===== src/rtl/stream_multiplexer_rr.sv =====
// stream_multiplexer_rr: registered N:1 stream mux with fixed-select or round-robin arbitration.
module stream_multiplexer_rr #(
   parameter int NrOfInputs = 4,
   parameter int NrOfBits   = 8,
   parameter int SelBits    = 2
) (
   input  logic                           clock_i,
   input  logic                           reset_i,
   input  logic                           enable_i,
   input  logic                           mode_i,
   input  logic [SelBits-1:0]             sel_i,
   input  logic [NrOfInputs*NrOfBits-1:0] mux_in_i,
   input  logic [NrOfInputs-1:0]          in_valid_i,
   output logic [NrOfInputs-1:0]          in_ready_o,
   output logic [NrOfBits-1:0]            mux_out_o,
   output logic                           out_valid_o,
   input  logic                           out_ready_i,
   output logic [SelBits-1:0]             out_channel_o
);
   localparam int NSel = 1 << SelBits;
   logic [NrOfBits-1:0] ch [NrOfInputs];
   logic [NSel-1:0]     valid_ext;
   logic [SelBits-1:0]  gnt, idx, last_q, last_d, chan_q, chan_d;
   logic [NrOfBits-1:0] data_q, data_d;
   logic                gnt_ok, accept, valid_q, valid_d;
   for (genvar i = 0; i < NrOfInputs; i++) begin : g_ch
      assign ch[i] = mux_in_i[i*NrOfBits +: NrOfBits];
   end
   // zero-padded so out-of-range select indices read as not valid
   assign valid_ext = NSel'(in_valid_i);
   always_comb begin
      gnt    = sel_i;
      gnt_ok = valid_ext[sel_i];
      idx    = '0;
      if (mode_i) begin
         gnt    = '0;
         gnt_ok = 1'b0;
         // descending search so the nearest channel after last_q wins
         for (int k = NrOfInputs; k >= 1; k--) begin
            idx = SelBits'((int'(last_q) + k) % NrOfInputs);
            if (valid_ext[idx]) begin
               gnt    = idx;
               gnt_ok = 1'b1;
            end
         end
      end
   end
   assign accept     = enable_i & (~valid_q | out_ready_i) & gnt_ok & ~reset_i;
   assign in_ready_o = NrOfInputs'(accept) << gnt;
   always_comb begin
      data_d  = accept ? ch[gnt] : data_q;
      chan_d  = accept ? gnt : chan_q;
      valid_d = accept | (valid_q & ~out_ready_i);
      last_d  = (accept & mode_i) ? gnt : last_q;
   end
   always_ff @(posedge clock_i) begin
      if (reset_i) begin
         data_q  <= '0;
         chan_q  <= '0;
         valid_q <= 1'b0;
         last_q  <= SelBits'(NrOfInputs - 1);
      end else begin
         data_q  <= data_d;
         chan_q  <= chan_d;
         valid_q <= valid_d;
         last_q  <= last_d;
      end
   end
   assign mux_out_o     = data_q;
   assign out_channel_o = chan_q;
   assign out_valid_o   = valid_q;
endmodule


===== config.mk =====
export PLATFORM = sky130hd
export DESIGN_NAME = stream_multiplexer_rr
export DESIGN_NICKNAME = d
export VERILOG_FILES = /design/src/rtl/stream_multiplexer_rr.sv
export SDC_FILE = /design/constraint.sdc
export NUM_CORES = 1
export LEC_CHECK = 0
export CORE_MARGIN = 2
export CORE_UTILIZATION = 39
export DETAILED_ROUTE_END_ITERATION = 8
export PLACE_DENSITY = 0.92
export SYNTH_ARGS = -nofsm -noshare
export SYNTH_HDL_FRONTEND = slang
export SYNTH_SLANG_ARGS = --single-unit

===== constraint.sdc =====
create_clock -name clock_i -period 4.55 [get_ports clock_i]
set_input_delay 0.455 -clock clock_i [delete_from_list [all_inputs] [get_ports clock_i]]
set_output_delay 0.455 -clock clock_i [all_outputs]
set_load 0.03 [all_outputs]

==> results.md <==
* Status: finished clean
* Initial antenna violation count at 0
* Simple-gate share of the synthesized area at 18.2%
* Worst path depth at 7
* Worst path required time at 4.09 ns
* Post-synthesis sequential area ratio at 28.0%
* Yosys warnings at 0
* Total negative slack at 0 ns
* Die area at 2790 um2
* Mapped Nets at 137
* Post-Layout Cell Count at 179
* Fin Clk Skew at 0.00211 ns
* Initial Util at 41.6%
* Critical path type: input port to output port
* Worst Slack Setup Final at 0.951 ns
* CTS tree: yes
* Main combinational cell family by area after synthesis: compound AO/OA/AOI/OAI gates
* Max-slew violations at 0
* Area share of fa/ha/maj cells after synthesis at 0%
* Pre-CTS setup slack at 0.989 ns
* Period minus WS final at 3.60 ns
* Worst setup SP type: input port
* Die H at 52.8 um
* Vias in the first global route at 949
* Clock Path Buffers at 2
* Worst hold path depth at 2
* Cell total after placement at 175
* RSZ-0062 raised after global routing: false
* Detailed Place HPWL at 2070 um
* Worst Path Arrival at 3.14 ns
* Worst skew pair latency at 0.27 ns
* GRT Total Usage at 21.0%
* Final WL at 2620 um
* CTS root buffer: clkbuf_4
* Core area at 2230 um2
* Mux contribution to synthesized area at 22.0%
* CP Capture Type: output port
* Crit path buf inv count at 2
* CP delay by family, top: buffers and inverters
* Row count at 17
* DRT antenna net count at 0
* Post-cts resize count at 0
* Tot Pwr at 0.353 mW
* Number of nets in the layout at 195
* Fmax at 278 MHz
* Gpl congestion at 0.821
* R2R depth at 6
* Gr ovfl total at 0
* TritonCTS Buffers at 3
* I/O Pins at 58
* Lkg Pwr at 0.588 nW
* IO Port Bufs at 57
* Postcts setup bufs at 0
* Max FO, Critical Path at 13
* Fillers at 174
* CP Cell Sequence: clkdlybuf4s50_1 > nor4_1 > a2111oi_4 > o21ai_2 > or3_4 > nor2_1 > clkdlybuf4s50_1
* Final setup viols at 0
* Htree depth at 1
* Hold Crit Class: flip-flop to flip-flop
* Synth Area in XOR/XNOR at 0%
* Drt wl/cell at 14.6 um
* ANT cells at 0
* Drt drc at 0
* Commonest cells after routing, fill and taps aside: clkdlybuf4s50_1 (57), mux2i_1 (17), dfxtp_1 (13)
* DP Area at 1520 um2
* Least-Margin Pin Slew at 0.596 ns
* Commonest non-fill, non-tap cell in the layout: clkdlybuf4s50_1
* Via density per instance at 5.44
* CTS Hold Bufs at 0
* Compound-Gate Fraction of Synth Area at 27.9%
* Router iterations before antenna repair at 4
* Area Overhead vs Synth at 66.6%
* Critical Path Max Stage Delay at 0.68 ns
* Worst slew margin at 60.2%
* Die Wd at 52.8 um
* Final hold viol count at 0
* Yosys cell types at 30
* Post-Syn Instances at 94
* Final hold slack at 0.468 ns
* CP max-delay cell: clkdlybuf4s50_1
* Share of post-route cells with drive strength above 1 at 13.2%
* Clock transition at path regs at 0.08 ns
* Register bit total from synthesis at 13
* Vias at 974
* Pin count of the biggest net entering global routing at 15
* Syn Area/Cell at 9.88 um2
* Final instance area at 1550 um2
* Number of max-cap violations at 0
* First-pass GRT wire length at 4240 um
* Area of the mapped netlist at 928 um2
* Clock sinks at 13
* Tcrit/Tclk final at 79.1%
* Initial DRC count at 4
* Max rail drop VDD at 0.168 mV
* Most frequent CP cell: clkdlybuf4s50_1
* Layout Utilization at 69.2%
* P per Cell Area at 228 nW/um2
[cells by family (layout without fill, tap and decap cells)]
logic type             Yosys count  in the layout
buffers and inverters            7             64
flip-flops                      13             13
AND/OR/NAND/NOR                 29             29
multiplexers                    19             19
AO/OA/AOI/OAI                   26             26
[flip-flops by register name, indices dropped and copies added, names as in the netlist]
name,flops
last_q,2
mux_out_o,8
out_channel_o,2
out_valid_o,1
[routing by layer]
layer  part of all wire [%]  global-route usage [%]  vias to the layer above
met1                     41                    24.4                      440
met5                      0                       0                        -
met3                    9.9                    6.86                        4
met2                     48                    35.4                       56
met4                    1.1                    7.69                        0
li1                       -                       -                      474
[synth_stat cells]
cell	n	area, um2
nand3b_1	8	60.1
a211o_1	1	8.76
o221ai_1	1	8.76
inv_1	2	7.51
o21ai_2	1	8.76
o2bb2ai_1	1	8.76
mux2i_1	17	170
o21bai_2	1	11.3
o221ai_2	7	105
nand2_1	2	7.51
mux4_2	1	22.5
clkbuf_1	2	7.51
or2_2	1	6.26
buf_2	2	10.0
mux2_2	1	11.3
a41oi_1	1	8.76
nand2b_1	4	25.0
nor2b_1	3	18.8
dfxtp_1	13	260
buf_6	1	11.3
a211oi_1	1	7.51
or3_4	1	11.3
nor4_1	1	6.26
a2111oi_4	1	27.5
a21oi_1	6	30.0
o21bai_1	1	7.51
o21ai_0	2	10.0
nor2_1	9	33.8
a31oi_1	1	6.26
a21bo_2	1	10.0
[final cells by class]
class | count | area [um2] | share of cell area (%)
clock buffer | 4 | 26.3 | 1.70
multi-input combinational | 74 | 639 | 41.3
timing repair buffer | 58 | 578 | 37.4
sequential | 13 | 260 | 16.8
tap | 28 | 35.0 | 2.27
inverter | 2 | 7.51 | 0.485
[worst register-to-register path, delay by kind of cell, from the launching register on]
| kind | cells | cell delay (ns) |
|---|---|---|
| compound gates | 3 | 0.80 |
| mux | 1 | 0.30 |
| flops | 1 | 0.37 |
| simple gates | 1 | 0.18 |
| buf+inv | 1 | 0.34 |
[where the power goes]
part           internal, mW  switching (mW)
registers             0.125         0.00717
logic                0.0805          0.0704
clock network        0.0340          0.0361
total                 0.239           0.114
[worst paths after layout]
path	start	endpoint	slack (ns)
hold reg to reg	out_channel_o[1]	out_channel_o[1]	0.47
setup reg to reg	last_q[0]	mux_out_o[1]	2.43
hold / removal	out_channel_o[1]	out_channel_o[1]	0.47
setup / recovery	in_valid_i[2]	in_ready_o[2]	0.95
Power figures use the tool's default switching activity.
